[config.mk]
export PLATFORM = sky130hd
export DESIGN_NAME = xdivider
export DESIGN_NICKNAME = d
export VERILOG_FILES = /design/src/rtl/xdivider.sv
export SDC_FILE = /design/constraint.sdc
export NUM_CORES = 1
export LEC_CHECK = 0
export ABC_AREA = 1
export BUFFER_PORTS_ARGS = -buffer_cell sky130_fd_sc_hd__buf_2
export CORE_UTILIZATION = 47
export DETAILED_ROUTE_END_ITERATION = 16
export PLACE_DENSITY_LB_ADDON = 0.05
export SLEW_MARGIN = 30
export SYNTH_ARGS = -nofsm -noshare
export SYNTH_HDL_FRONTEND = slang
export SYNTH_SLANG_ARGS = --single-unit
[constraint.sdc]
create_clock -name clk -period 6.23 [get_ports clk]
set_input_delay 0.3115 -clock clk [delete_from_list [all_inputs] [get_ports clk]]
set_output_delay 0.3115 -clock clk [all_outputs]
set_load 0.01 [all_outputs]
[src/rtl/xdivider.sv]
// Memory-mapped restoring divider, one quotient bit per clock, results readable over the peripheral bus.
// Define XDIVIDER_SIGNED_EN to treat operands as two's complement (truncating toward zero).
module xdivider #(
    parameter int WIDTH = 16
) (
    input  logic             clk,
    input  logic             rst,
    input  logic             divsel,
    input  logic [2:0]       addr,
    input  logic [WIDTH-1:0] number,
    output logic [31:0]      data_out
);

    localparam int CW = $clog2(WIDTH + 1);
    localparam logic [CW-1:0]    CNT_ONE  = CW'(1);
    localparam logic [CW-1:0]    CNT_FULL = CW'(WIDTH);
    localparam logic [WIDTH-1:0] ZERO_W   = {WIDTH{1'b0}};
    localparam logic [WIDTH-1:0] ONES_W   = {WIDTH{1'b1}};

    typedef enum logic [0:0] {
        IDLE = 1'b0,
        RUN  = 1'b1
    } state_t;

    function automatic logic [WIDTH-1:0] magnitude(input logic [WIDTH-1:0] v);
`ifdef XDIVIDER_SIGNED_EN
        return v[WIDTH-1] ? (~v + {{(WIDTH-1){1'b0}}, 1'b1}) : v;
`else
        return v;
`endif
    endfunction

    function automatic logic [WIDTH-1:0] negate_if(input logic neg, input logic [WIDTH-1:0] v);
        return neg ? (~v + {{(WIDTH-1){1'b0}}, 1'b1}) : v;
    endfunction

    state_t           state_q,     state_d;
    logic [WIDTH-1:0] dividend_q,  dividend_d;
    logic [WIDTH-1:0] divisor_q,   divisor_d;
    logic [WIDTH-1:0] quotient_q,  quotient_d;
    logic [WIDTH-1:0] remainder_q, remainder_d;
    logic [WIDTH-1:0] work_q,      work_d;
    logic [WIDTH-1:0] part_q,      part_d;
    logic [CW-1:0]    count_q,     count_d;
    logic             busy_q,      busy_d;
    logic             done_q,      done_d;
    logic             div0_q,      div0_d;
`ifdef XDIVIDER_SIGNED_EN
    logic             neg_quo_q,   neg_quo_d;
    logic             neg_rem_q,   neg_rem_d;
`endif

    logic             wr_dividend_s;
    logic             wr_divisor_s;
    logic [WIDTH:0]   shifted_s;
    logic [WIDTH:0]   diff_s;
    logic             ge_s;
    logic [WIDTH-1:0] part_nx_s;
    logic [WIDTH-1:0] work_nx_s;

    assign wr_dividend_s = divsel && (addr == 3'd0);
    assign wr_divisor_s  = divsel && (addr == 3'd1);

    // Restoring step: the borrow of (shifted - divisor) decides the quotient bit, since the
    // partial remainder always stays below the divisor.
    assign shifted_s = {part_q, work_q[WIDTH-1]};
    assign diff_s    = shifted_s - {1'b0, divisor_q};
    assign ge_s      = ~diff_s[WIDTH];
    assign part_nx_s = ge_s ? diff_s[WIDTH-1:0] : shifted_s[WIDTH-1:0];
    assign work_nx_s = {work_q[WIDTH-2:0], ge_s};

    // Next-state and register update logic for the bus registers and the divide FSM.
    always_comb begin
        state_d     = state_q;
        dividend_d  = dividend_q;
        divisor_d   = divisor_q;
        quotient_d  = quotient_q;
        remainder_d = remainder_q;
        work_d      = work_q;
        part_d      = part_q;
        count_d     = count_q;
        busy_d      = busy_q;
        done_d      = done_q;
        div0_d      = div0_q;
`ifdef XDIVIDER_SIGNED_EN
        neg_quo_d   = neg_quo_q;
        neg_rem_d   = neg_rem_q;
`endif
        case (state_q)
            IDLE: begin
                if (wr_dividend_s) begin
                    dividend_d = number;
                end else if (wr_divisor_s) begin
                    divisor_d = magnitude(number);
                    if (number != ZERO_W) begin
                        work_d  = magnitude(dividend_q);
                        part_d  = ZERO_W;
                        count_d = CNT_FULL;
                        busy_d  = 1'b1;
                        done_d  = 1'b0;
                        div0_d  = 1'b0;
                        state_d = RUN;
`ifdef XDIVIDER_SIGNED_EN
                        neg_quo_d = dividend_q[WIDTH-1] ^ number[WIDTH-1];
                        neg_rem_d = dividend_q[WIDTH-1];
`endif
                    end else begin
                        // Divide by zero completes on the start edge without entering RUN.
`ifdef XDIVIDER_SIGNED_EN
                        quotient_d = dividend_q[WIDTH-1] ? {{(WIDTH-1){1'b0}}, 1'b1} : ONES_W;
`else
                        quotient_d = ONES_W;
`endif
                        remainder_d = dividend_q;
                        div0_d      = 1'b1;
                        done_d      = 1'b1;
                    end
                end else begin
                    dividend_d = dividend_q;
                end
            end
            RUN: begin
                work_d  = work_nx_s;
                part_d  = part_nx_s;
                count_d = count_q - CNT_ONE;
                if (count_q == CNT_ONE) begin
`ifdef XDIVIDER_SIGNED_EN
                    quotient_d  = negate_if(neg_quo_q, work_nx_s);
                    remainder_d = negate_if(neg_rem_q, part_nx_s);
`else
                    quotient_d  = work_nx_s;
                    remainder_d = part_nx_s;
`endif
                    busy_d  = 1'b0;
                    done_d  = 1'b1;
                    state_d = IDLE;
                end else begin
                    state_d = RUN;
                end
            end
            default: begin
                state_d = IDLE;
                busy_d  = 1'b0;
            end
        endcase
    end

    // State register; reset aborts any run and clears every result.
    always_ff @(posedge clk or negedge rst) begin
        if (!rst) begin
            state_q     <= IDLE;
            dividend_q  <= ZERO_W;
            divisor_q   <= ZERO_W;
            quotient_q  <= ZERO_W;
            remainder_q <= ZERO_W;
            work_q      <= ZERO_W;
            part_q      <= ZERO_W;
            count_q     <= {CW{1'b0}};
            busy_q      <= 1'b0;
            done_q      <= 1'b0;
            div0_q      <= 1'b0;
`ifdef XDIVIDER_SIGNED_EN
            neg_quo_q   <= 1'b0;
            neg_rem_q   <= 1'b0;
`endif
        end else begin
            state_q     <= state_d;
            dividend_q  <= dividend_d;
            divisor_q   <= divisor_d;
            quotient_q  <= quotient_d;
            remainder_q <= remainder_d;
            work_q      <= work_d;
            part_q      <= part_d;
            count_q     <= count_d;
            busy_q      <= busy_d;
            done_q      <= done_d;
            div0_q      <= div0_d;
`ifdef XDIVIDER_SIGNED_EN
            neg_quo_q   <= neg_quo_d;
            neg_rem_q   <= neg_rem_d;
`endif
        end
    end

    // Read mux; write-only and unmapped addresses read as zero.
    always_comb begin
        case (addr)
            3'd2:    data_out = 32'(quotient_q);
            3'd3:    data_out = 32'(remainder_q);
            3'd4:    data_out = {29'd0, div0_q, done_q, busy_q};
            default: data_out = 32'd0;
        endcase
    end

endmodule
==> results.py <==
metrics = {
    "run_status": {
        "status": "complete, no violations",
    },
    "global_route": {
        "antenna_found_initial": 0,
        "grt_pass1_wl_um": 25000,
        "grt_pass1_vias": 5166,
        "grt_max_degree": 74,
        "track_usage_pct": 24.1,
        "grt_overflow": 0,
    },
    "floorplanning": {
        "die_w_um": 117,
        "rows": 41,
        "die_area_um2": 13700,
        "io_pins": 54,
        "initial_core_util_pct": 48.6,
        "core_area_um2": 12800,
        "die_h_um": 117,
    },
    "synth": {
        "synth_seq_cells": 105,
        "netlist_area_um2": 6210,
        "syn-instance-count": 824,
        "ys_seq_area_share_pct": 42.3,
        "synth_commonest_cells": "221 x nand2_1, 155 x inv_1, 105 x dfrtp_1",
        "synth_edf_count": 0,
        "ys.flop_type": "dfrtp_1",
        "yosys.cell_types.count": 35,
        "async_flop_share_pct": 100,
        "synth.most_common_cell": "nand2_1",
        "yosys-top-cells-area": "dfrtp_1 42%, nand2_1 13%, inv_1 9.4%",
        "syn_area_per_cell_um2": 7.54,
        "synth_area_leader_cell": "dfrtp_1",
        "ys_warn_count": 0,
        "yosysTopAreaCellShare_pct": 42.3,
    },
    "job": {
        "maxCapViolCount": 0,
    },
    "timing": {
        "finClkSkew_ps": 11.0,
        "setup_violations": 0,
        "max_slew_margin_pct": 42.7,
        "rsz0062_at_grt": "no",
        "worstMarginPinSlew_ps": 858,
        "drv_slew": 0,
        "fmax_mhz": 359,
        "worst_slack_ps": 3440,
        "setup-tns-final_ps": 0,
        "post-route-period-util_pct": 44.8,
        "period_needed_ps": 2790,
        "hold_violations": 0,
    },
    "clocking": {
        "cts_sinks": 105,
        "cts_buffers": 9,
        "h-tree-depth": 3,
        "cts_setup_buffers": 0,
        "post_cts_resize_count": 0,
        "cts_tree": "yes",
        "clk-insertion-delay-late_ps": 350,
        "clk_path_buf_depth": 2,
        "cts.clk_slew.worst_paths_ps": 70,
        "root_buffer": "clkbuf_16",
    },
    "worst_setup_path": {
        "worstSetupStartpointType": "flip-flop",
        "crit_path_top_delay_cell": "inv_2",
        "worstPathArrival_ps": 3020,
        "crit_chain": "buf_4 -> inv_2 -> nand2_1 -> buf_4 -> inv_1 -> nor2_1 -> o21ai_0 -> a21oi_1",
        "r2r_end": "count_q[3]",
        "reg2reg_depth": 8,
        "worstPathRequired_ps": 6470,
        "end_kind": "flip-flop",
        "cp_max_fo": 55,
        "crit_top_cell": "buf_4",
        "slowest_delay_ps": 700,
        "setup.reg_to_reg.worst_slack_ps": 3440,
        "path_buf_inv": 4,
        "crit_type": "reg2reg",
        "r2r-start": "state_q",
        "critical_path.top_delay_family": "buffers and inverters",
    },
    "placement": {
        "gp_congestion": 0.908,
        "place.port_buffers": 37,
        "dp_worst_setup_slack_ps": 3220,
        "dp_hpwl_um": 10900,
    },
    "routing": {
        "dr.pass1.iters": 4,
        "wirelength_um": 15000,
        "drtAntennaViolNets": 0,
        "drtIter0Drc": 306,
        "drc": 0,
        "wl_met1_um": 6720,
        "viasPerCell": 5.06,
        "wl_per_cell_um": 14.7,
        "num_vias": 5169,
        "top_layer": "met4",
        "wl_met3_um": 535,
        "wl_met2_um": 7560,
    },
    "final_layout": {
        "syn2layout_area_growth_pct": 8.62,
        "diodes": 0,
        "fill_cells": 1278,
        "nNetsFinal": 886,
        "drive_gt1_share_pct": 11.2,
    },
    "pwr": {
        "p_per_area_nw_per_um2": 587,
        "vdd.ir_drop.worst_mv": 0.301,
        "p_leak_nw": 3.67,
    },
    "worst_hold_path": {
        "holdCritStartpoint": "number[1]",
        "min_to": "dividend_q[1]",
        "whs_path_depth": 3,
        "min_path_type": "in2reg",
    },
}
## stage by stage
stage,utilization (%),hold WS (ps),instances,power (mW),cell area (um2)
2_1_floorplan,-,15.9,839,2.92,6270
3_3_place_gp,50.1,279,1005,3.32,6390
3_5_place_dp,50.1,276,1005,3.35,6400
4_1_cts,52.7,249,1021,3.99,6740
5_1_grt,52.8,278,1021,4.36,6750
6_report,52.8,256,1021,3.96,6750
## per-layer routing
layer  GRT usage, %  up-vias
met5              0        -
met3           5.41       16
met4           6.84        0
li1               -     2603
met1           28.9     2433
met2           43.2      117
## cell type report
| class | instances | area, um2 | area share [%] |
|---|---|---|---|
| Inverter | 158 | 593 | 8.79 |
| Sequential cell | 105 | 2630 | 38.9 |
| Clock buffer | 11 | 243 | 3.60 |
| Multi-Input combinational cell | 530 | 2770 | 41.0 |
| Clock inverter | 4 | 77.6 | 1.15 |
| Tap cell | 172 | 215 | 3.19 |
| Timing Repair Buffer | 41 | 224 | 3.32 |
## kinds of logic (layout without fill, tap and decap cells)
| family | Yosys count | in the layout | share of synthesized area (%) |
|---|---|---|---|
| AOI/OAI and AO/OA | 128 | 128 | 11.7 |
| buffers and inverters | 204 | 214 | 14.4 |
| DFF | 105 | 105 | 42.3 |
| other | 1 | 16 | 0.0604 |
| and+or+nand+nor | 359 | 359 | 26.4 |
| adders and majority gates | 19 | 19 | 3.95 |
| xor gates and xnor gates | 8 | 8 | 1.13 |
## sequential cells by signal, indices dropped and copies added (netlist names)
| name | flops |
|---|---|
| count_q | 5 |
| remainder_q | 16 |
| quotient_q | 16 |
| divisor_q | 16 |
| part_q | 16 |
| done_q | 1 |
| state_q | 1 |
| work_q | 16 |
| div0_q | 1 |
| busy_q | 1 |
| dividend_q | 16 |
## how the worst max path moves through the flow
| stage | start | endpoint | slack [ps] | cells past startpoint |
|---|---|---|---|---|
| 2_1_floorplan | divisor_q[0] | remainder_q[10] | 4180 | 15 |
| 3_3_place_gp | state_q | remainder_q[0] | 3290 | 8 |
| 3_5_place_dp | state_q | remainder_q[11] | 3220 | 8 |
| 4_1_cts | state_q | remainder_q[11] | 3200 | 8 |
| 5_1_grt | state_q | count_q[3] | 3150 | 8 |
| 6_report | state_q | count_q[3] | 3440 | 8 |
## power breakdown
group	switching [mW]	internal [mW]
clock network	0.254	0.363
logic	1.48	0.720
registers	0.163	0.980
## worst register-to-register path, delay by kind of cell (launching register included)
kind,cells,cell delay (ps)
flip-flops,1,360
AND/OR/NAND/NOR,2,250
AO/OA/AOI/OAI,2,240
buffers and inverters,4,1830
## layout by cell type (no fill, tap or decap), types with 3 or more instances in the layout
| cell type | count |
|---|---|
| nand3_1 | 65 |
| buf_4 | 3 |
| nand4_1 | 8 |
| o22ai_1 | 14 |
| ha_1 | 18 |
| nand2_1 | 220 |
| dfrtp_1 | 105 |
| buf_2 | 36 |
| conb_1 | 16 |
| a22oi_1 | 16 |
| nor2_1 | 24 |
| and2_1 | 3 |
| inv_1 | 155 |
| nand2_2 | 10 |
| inv_2 | 3 |
| nand3_2 | 19 |
| a21oi_1 | 23 |
| nand2_4 | 3 |
| xor2_1 | 7 |
| o21ai_0 | 68 |
| o211ai_1 | 3 |
| clkbuf_16 | 9 |
## repair_timing
item	in CTS	in global routing
hold buffers	1	0
endpoints found under the hold margin	32	0
endpoints found under the setup margin	0	0
(Power assumes the default switching activity.)
